**config.mk**
```make
export PLATFORM = sky130hd
export DESIGN_NAME = data_mem_arbiter
export DESIGN_NICKNAME = d
export VERILOG_FILES = /design/src/rtl/data_mem_arbiter.sv
export SDC_FILE = /design/constraint.sdc
export NUM_CORES = 1
export LEC_CHECK = 0
export ABC_AREA = 1
export CAP_MARGIN = 40
export CORE_ASPECT_RATIO = 0.6
export CORE_MARGIN = 2
export CORE_UTILIZATION = 29
export DETAILED_ROUTE_END_ITERATION = 8
export PLACE_DENSITY = 0.81
export SKIP_CTS_REPAIR_TIMING = 1
export SYNTH_ARGS = -nofsm -noshare
export SYNTH_HDL_FRONTEND = slang
export SYNTH_SLANG_ARGS = --single-unit
export TNS_END_PERCENT = 30
```
**constraint.sdc**
```tcl
create_clock -name clk -period 1.8 [get_ports clk]
set_input_delay 0.45 -clock clk [delete_from_list [all_inputs] [get_ports clk]]
set_output_delay 0.45 -clock clk [all_outputs]
set_load 0.01 [all_outputs]
```
**src/rtl/data_mem_arbiter.sv**
```systemverilog
// Data memory arbiter: CPU MEM stage vs host port, CPU priority with starvation guard.
// Optional perf counters (stall_cnt, force_cnt) enabled by MEM_ARB_PERF_CNT_EN.
module data_mem_arbiter #(
  parameter int ADDR_W   = 16,
  parameter int DATA_W   = 16,
  parameter int MAX_WAIT = 3
) (
  input  logic              clk,
  input  logic              pc_reset_n,
  input  logic              cpu_req,
  input  logic              cpu_we,
  input  logic [ADDR_W-1:0] cpu_addr,
  input  logic [DATA_W-1:0] cpu_wdata,
  output logic [DATA_W-1:0] cpu_rdata,
  output logic              cpu_stall,
  input  logic              ext_req,
  input  logic              ext_we,
  input  logic [ADDR_W-1:0] ext_addr,
  input  logic [DATA_W-1:0] ext_wdata,
  output logic              ext_gnt,
  output logic              ext_rvalid,
  output logic [DATA_W-1:0] ext_rdata,
  output logic [ADDR_W-1:0] mem_addr,
  output logic [DATA_W-1:0] mem_wdata,
  output logic              mem_read,
  output logic              mem_write,
`ifdef MEM_ARB_PERF_CNT_EN
  output logic [15:0]       stall_cnt,
  output logic [15:0]       force_cnt,
`endif
  input  logic [DATA_W-1:0] mem_rdata
);

  typedef enum logic {
    CPU_PRI = 1'b0,
    EXT_PRI = 1'b1
  } arb_state_t;

  localparam logic [3:0] MAX_W = 4'(MAX_WAIT);

  arb_state_t state;
  logic [3:0] wait_cnt;
  logic [3:0] wait_inc;
  logic       cpu_gnt;
  logic       ext_lose;
  logic       force_ev;

  always_comb begin
    ext_gnt   = ext_req & (~cpu_req | (state == EXT_PRI));
    cpu_gnt   = cpu_req & ~ext_gnt;
    cpu_stall = cpu_req & ext_gnt;
    cpu_rdata = mem_rdata;
    mem_addr  = '0;
    mem_wdata = '0;
    mem_read  = 1'b0;
    mem_write = 1'b0;
    unique case (1'b1)
      ext_gnt: begin
        mem_addr  = ext_addr;
        mem_wdata = ext_wdata;
        mem_read  = ~ext_we;
        mem_write = ext_we;
      end
      cpu_gnt: begin
        mem_addr  = cpu_addr;
        mem_wdata = cpu_wdata;
        mem_read  = ~cpu_we;
        mem_write = cpu_we;
      end
      default: ;
    endcase
  end

  assign wait_inc = wait_cnt + 4'd1;
  assign ext_lose = ext_req & ~ext_gnt;
  assign force_ev = (state == CPU_PRI) & ext_lose
                  & (wait_inc == MAX_W);

  always_ff @(posedge clk or negedge pc_reset_n) begin
    if (!pc_reset_n) begin
      state      <= CPU_PRI;
      wait_cnt   <= 4'd0;
      ext_rvalid <= 1'b0;
      ext_rdata  <= '0;
    end else begin
      unique case (state)
        CPU_PRI: begin
          if (force_ev) begin
            state    <= EXT_PRI;
            wait_cnt <= 4'd0;
          end else if (ext_lose) begin
            wait_cnt <= wait_inc;
          end else begin
            wait_cnt <= 4'd0;
          end
        end
        EXT_PRI: begin
          wait_cnt <= 4'd0;
          if (ext_gnt | ~ext_req)
            state <= CPU_PRI;
        end
        default: state <= CPU_PRI;
      endcase
      ext_rvalid <= ext_gnt & ~ext_we;
      if (ext_gnt & ~ext_we)
        ext_rdata <= mem_rdata;
    end
  end

`ifdef MEM_ARB_PERF_CNT_EN
  // Both counters stick at all-ones rather than wrapping.
  always_ff @(posedge clk or negedge pc_reset_n) begin
    if (!pc_reset_n) begin
      stall_cnt <= 16'd0;
      force_cnt <= 16'd0;
    end else begin
      if (cpu_stall && stall_cnt != 16'hFFFF)
        stall_cnt <= stall_cnt + 16'd1;
      if (force_ev && force_cnt != 16'hFFFF)
        force_cnt <= force_cnt + 16'd1;
    end
  end
`endif

endmodule
```
-- Word-level counts from Yosys, hierarchy flattened
Cells that the tools add are included.
- add/sub/neg operators: 1
- equality and inequality tests: 1
- multiplexer cells: 10
- bitwise gates (word level): 15
- operators by type and width (cell ; number):
    16-bit case mux with 2 select lines ; 2
    4-bit 2-to-1 mux ; 2
    4-bit case mux with 2 select lines ; 1
    1-bit AND ; 7
    1-bit inverter ; 6
    1-bit case mux with 2 select lines ; 3
    4-bit by 1-bit adder with 4-bit output, second input constant ; 1
    4-bit by 2-bit == test with 1-bit output, second input constant ; 1
    1-bit 2-to-1 mux ; 2
    1-bit bitwise OR ; 2
- register bits: 22
- input port bits: 86
- output and inout port bits: 69
- word-level logic and storage cells: 31

-- Logic depth before layout (Yosys ltp)
- depth after elaboration: 9
- gate-level depth with buffers: 7
- gate-level depth less buffers: 6

-- Worst setup path after synthesis
Ideal clock, no wire load.
- path type: input to output
- start: input port ext_req
- end: output port mem_addr[10]
- data arrival time: 1203 ps
- required time: 1350 ps
- slack: 147 ps
- stages on the path: 4
- path buffers: 1
- cell sequence: a21boi_4 clkbuf_1 nand2_1 nand2_1
- longest elaborated chain between the ends: 4
- RTL lines (item ; RTL line ; text):
    from (decl) ; 16 ; input logic ext_req,
    1-bit AND (*) ; 49 ; ext_gnt = ext_req & (~cpu_req | (state == EXT_PRI));
    via ext_gnt ; 20 ; output logic ext_gnt,
    1-bit inverter ; 50 ; cpu_gnt = cpu_req & ~ext_gnt;
    1-bit AND ; 50 ;
    16-bit case mux with 2 select lines (*) ; 57 ; unique case (1'b1)
    to (decl) ; 23 ; output logic [ADDR_W-1:0] mem_addr,
Mark *: on every way through the listed nets, which the timed path passes. The rest lies on a longest branch.

-- Worst setup path in the final report
- start: register state
- end: output port mem_wdata[12]
- longest elaborated chain between the ends: 5
- RTL lines (item ; RTL line ; text):
    from (decl) ; 41 ; arb_state_t state;
    from (signal assigned) ; 81 ; state <= CPU_PRI;
    from (signal assigned) ; 89 ; state <= EXT_PRI;
    from (signal assigned) ; 100 ; state <= CPU_PRI;
    1-bit bitwise OR (*) ; 49 ;
    1-bit AND (*) ; 49 ;
    1-bit inverter ; 50 ;
    1-bit AND ; 50 ;
    16-bit case mux with 2 select lines (*) ; 57 ;
    to (decl) ; 24 ; output logic [DATA_W-1:0] mem_wdata,
Every way passes the cells marked *; elsewhere a longest branch is shown, timed or not.

==> flow_summary.html <==
<table>
<tr><th>Metric</th><th>Value</th></tr>
<tr><th colspan="2">Power and ir drop</th></tr>
<tr><td>Combinational fraction of design power</td><td>42.0%</td></tr>
<tr><td>Reg power frac</td><td>33.0%</td></tr>
<tr><td>Net load switching power</td><td>488 uW</td></tr>
<tr><td>Maximum resistive drop on vdd</td><td>0.310 mV</td></tr>
<tr><td>Cell area power density</td><td>553 nW/um^2</td></tr>
<tr><td>Total power</td><td>1790 uW</td></tr>
<tr><td>Switching share of total power</td><td>~27%</td></tr>
<tr><td>Share of total power in the clock network</td><td>around 25%</td></tr>
<tr><td>Static leakage power</td><td>0.00179 uW</td></tr>
<tr><td>Internal power</td><td>1300 uW</td></tr>
<tr><th colspan="2">Setup path</th></tr>
<tr><td>R2r endpoint</td><td>ext_rdata[4]</td></tr>
<tr><td>Setup slack of the worst register-to-register path</td><td>0.16 ns</td></tr>
<tr><td>Crit Path Class</td><td>flip-flop to output pin</td></tr>
<tr><td>Maximum fanout along the worst path</td><td>7</td></tr>
<tr><td>Startpoint Class</td><td>flip-flop</td></tr>
<tr><td>Reg-to-reg startpoint</td><td>state</td></tr>
<tr><td>Arrival time at the worst endpoint</td><td>1.46 ns</td></tr>
<tr><td>Crit. End Element</td><td>output pin</td></tr>
<tr><td>Worst r2r path cells</td><td>10</td></tr>
<tr><td>Data required time at the worst endpoint</td><td>around 1.4 ns</td></tr>
<tr><th colspan="2">Die</th></tr>
<tr><td>Overall die height</td><td>about 60 um</td></tr>
<tr><td>Die X-Extent</td><td>97.0 um</td></tr>
<tr><td>IO Pins</td><td>155</td></tr>
<tr><td>Initial core utilization</td><td>30.0%</td></tr>
<tr><td>Floorplan die area</td><td>around 5800 sq um</td></tr>
<tr><td>Core ar.</td><td>5030 sq um</td></tr>
<tr><td>Standard-cell rows</td><td>20</td></tr>
<tr><th colspan="2">GRT</th></tr>
<tr><td>GRT Overall Usage</td><td>17.2%</td></tr>
<tr><td>GRT overflow</td><td>0</td></tr>
<tr><td>Via count of the first global-routing pass</td><td>1773</td></tr>
<tr><td>Wire length of the first global-routing pass</td><td>8140 um</td></tr>
<tr><td>Antenna violations before repair</td><td>0</td></tr>
<tr><td>Pin count of the biggest net entering global routing</td><td>36</td></tr>
<tr><th colspan="2">Synth</th></tr>
<tr><td>Count of cell types in the netlist</td><td>18</td></tr>
<tr><td>Post-synth net total</td><td>between 300 and 400</td></tr>
<tr><td>Synthesis Warnings</td><td>0</td></tr>
<tr><td>Post-Syn Area</td><td>1510 sq um</td></tr>
<tr><td>Mapped Cells</td><td>between 200 and 250</td></tr>
<tr><td>Sequential-to-total area share from yosys stat</td><td>36.5%</td></tr>
<tr><td>Avg Synthesized Cell Area</td><td>approximately 6.5 sq um</td></tr>
<tr><td>Number of flip-flops and latches in the synthesized netlist</td><td>22</td></tr>
<tr><th colspan="2">Place</th></tr>
<tr><td>Setup WS pre-CTS</td><td>-0.807 ns</td></tr>
<tr><td>GPL Wtd Cong</td><td>~0.71</td></tr>
<tr><td>Post-Place Cell Area</td><td>3150 sq um</td></tr>
<tr><td>Half-perimeter wire length after detailed placement</td><td>4400 um</td></tr>
<tr><td># port buffers</td><td>about 150</td></tr>
<tr><th colspan="2">Outcome</th></tr>
<tr><td>Outcome</td><td>complete, but fails checks</td></tr>
<tr><td>Failing checks</td><td>setup timing</td></tr>
<tr><th colspan="2">STA</th></tr>
<tr><td>Slew margin rel.</td><td>80.9%</td></tr>
<tr><td>Final clock skew</td><td>roughly 0.0038 ns</td></tr>
<tr><td>Worst setup slack after layout</td><td>-0.107 ns</td></tr>
<tr><td>Transition time at the pin with the least slew margin</td><td>0.286 ns</td></tr>
<tr><td>RSZ-0062 raised after global routing</td><td>yes</td></tr>
<tr><td>Number of failing hold endpoints at the final stage</td><td>0</td></tr>
<tr><td>Period minus WS final</td><td>1.91 ns</td></tr>
<tr><td>Final Max Slew Viols</td><td>0</td></tr>
<tr><td>Setup TNS after final layout</td><td>-2.52 ns</td></tr>
<tr><td>Max Freq</td><td>524 MHz</td></tr>
<tr><td>Final worst path period share</td><td>106%</td></tr>
<tr><td># setup viols final</td><td>34</td></tr>
<tr><th colspan="2">Routing</th></tr>
<tr><td>Routed Wire Length</td><td>~5800 um</td></tr>
<tr><td>Initial detailed-routing violation count</td><td>47</td></tr>
<tr><td>Average wire length per cell after detail routing</td><td>12.7 um</td></tr>
<tr><td>Detailed-router iteration count before antenna repair</td><td>4</td></tr>
<tr><td>Average vias per placed instance</td><td>4.41</td></tr>
<tr><td>Number of DRC violations after detailed routing</td><td>0</td></tr>
<tr><td>Overall via count from detail_route</td><td>2001</td></tr>
<tr><td>Number of nets with antenna violations after detailed routing</td><td>0</td></tr>
<tr><th colspan="2">CTS</th></tr>
<tr><td>CTS tree</td><td>yes</td></tr>
<tr><td>Number of buffers inserted during clock tree synthesis</td><td>3</td></tr>
<tr><td>Total clock sinks</td><td>22</td></tr>
<tr><td>Maximum buffer depth of the clock tree</td><td>2</td></tr>
<tr><td>CTS HTree Levels</td><td>1</td></tr>
<tr><td>Register clock-pin slew on the reported worst setup and hold paths</td><td>0.08 ns</td></tr>
<tr><td>Clock tree root driver cell</td><td>sky130_fd_sc_hd__clkbuf_8</td></tr>
<tr><td>Insertion delay of the later-clocked pin in the worst-skew pair</td><td>0.26 ns</td></tr>
<tr><th colspan="2">Final layout</th></tr>
<tr><td>Final #Nets</td><td>between 400 and 500</td></tr>
<tr><td>Number of inserted filler cells in the final layout</td><td>449</td></tr>
<tr><td>Sequential Area</td><td>~550 sq um</td></tr>
<tr><td>Antenna diodes</td><td>0</td></tr>
<tr><td>Leading cell types in the layout, fill and taps excluded</td><td>112 x sky130_fd_sc_hd__nand2_1, 100 x sky130_fd_sc_hd__clkdlybuf4s50_1, 35 x sky130_fd_sc_hd__nand3_1</td></tr>
<tr><td>Area growth from synthesis to final layout</td><td>115%</td></tr>
<tr><td>Final cell area excluding filler cells</td><td>3240 sq um</td></tr>
<tr><td>Area of the multi-input gates</td><td>766 sq um</td></tr>
<tr><td>Final cell utilization of the core</td><td>64.5%</td></tr>
<tr><td>Most common cell after layout, fill and taps aside</td><td>sky130_fd_sc_hd__nand2_1</td></tr>
<tr><td>Fraction of final layout cells with drive strength greater than 1</td><td>a little over a fifth</td></tr>
<tr><th colspan="2">Hold path</th></tr>
<tr><td>End point of the worst hold path</td><td>ext_rdata[7]</td></tr>
<tr><td>Min-Delay Path Class</td><td>flip-flop to flip-flop</td></tr>
<tr><td>Origin of the worst min-delay path</td><td>ext_rdata[7]</td></tr>
<tr><td>Worst hold path stage count</td><td>2</td></tr>
<tr><th colspan="2">Job</th></tr>
<tr><td>Maximum Capacitance Violations</td><td>0</td></tr>
</table>
==> state kept, by name (all words and copies together) (netlist names) <==
signal / flops
ext_rdata: 16
ext_rvalid: 1
state: 1
wait_cnt: 4
==> worst max-delay path by stage <==
stage | start | endpoint | cells past startpoint | slack (ns)
global route | state | mem_wdata[12] | 8 | -0.19
floorplan | ext_req | mem_addr[10] | 4 | 0.15
finish | state | mem_wdata[12] | 8 | -0.11
CTS | cpu_req | mem_wdata[5] | 7 | -0.81
detailed placement | cpu_req | mem_wdata[5] | 7 | -0.81
global placement | cpu_req | mem_wdata[1] | 7 | -0.75
==> layer usage <==
layer	GRT usage (%)	routed length, um	up-vias
li1	-	-	1029
met1	22.0	2520	904
met2	30.1	2850	63
met3	5.38	365	5
met4	2.41	21	0
met5	0	0	-
==> worst max-delay path, cell delays in order, from the launching register on <==
cell                        delay [ns]
sky130_fd_sc_hd__dfrtp_1          0.35
sky130_fd_sc_hd__inv_2            0.04
sky130_fd_sc_hd__buf_6            0.11
sky130_fd_sc_hd__a21boi_4         0.16
sky130_fd_sc_hd__buf_12           0.15
sky130_fd_sc_hd__clkbuf_16        0.15
sky130_fd_sc_hd__nand2_1          0.06
sky130_fd_sc_hd__nand2_1          0.05
sky130_fd_sc_hd__buf_2            0.12
==> per-stage QoR <==
step,std cells,hold WS [ns]
CTS,449,0.487
floorplan,230,0.154
global placement,445,0.462
finish,454,0.479
detailed placement,445,0.466
global route,454,0.500
==> cells by family after synthesis <==
family                     synth area share, %
DFF                                       36.5
AOI/OAI and AO/OA                         2.91
adders and majority gates                 1.66
and+or+nand+nor                           44.8
buffers and inverters                     14.1
==> power groups by stage <==
stage                     clock network (uW)  logic (uW)  registers [uW]
after global routing                     487         813             599
final                                    448         753             591
after detailed placement                   0         778             600
after global placement                     0         769             596
after floorplan                            0         226             625
after CTS                                465         782             591
==> cell usage after synthesis <==
library cell	number	area (sq um)
sky130_fd_sc_hd__ha_1	2	25.0
sky130_fd_sc_hd__and2_1	1	6.26
sky130_fd_sc_hd__inv_2	1	3.75
sky130_fd_sc_hd__buf_2	8	40.0
sky130_fd_sc_hd__dfrtp_1	22	551
sky130_fd_sc_hd__inv_1	7	26.3
sky130_fd_sc_hd__or2_2	1	6.26
sky130_fd_sc_hd__clkbuf_1	3	11.3
sky130_fd_sc_hd__nand3_1	35	175
sky130_fd_sc_hd__nand2_1	121	454
sky130_fd_sc_hd__a21boi_4	1	18.8
sky130_fd_sc_hd__o21ai_0	2	10.0
sky130_fd_sc_hd__nand2_2	1	6.26
sky130_fd_sc_hd__buf_6	1	11.3
sky130_fd_sc_hd__nor2_1	2	7.51
sky130_fd_sc_hd__nand4_1	3	18.8
sky130_fd_sc_hd__a21oi_1	3	15.0
sky130_fd_sc_hd__buf_4	16	120
==> cell type report <==
class	instances	area share [%]
Tap cell	66	2.55
Multi-Input combinational cell	172	23.6
Sequential cell	22	17.0
Clock buffer	3	1.27
Timing Repair Buffer	182	53.7
Clock inverter	1	0.926
Inverter	8	0.926
Power figures use the tool's default switching activity.
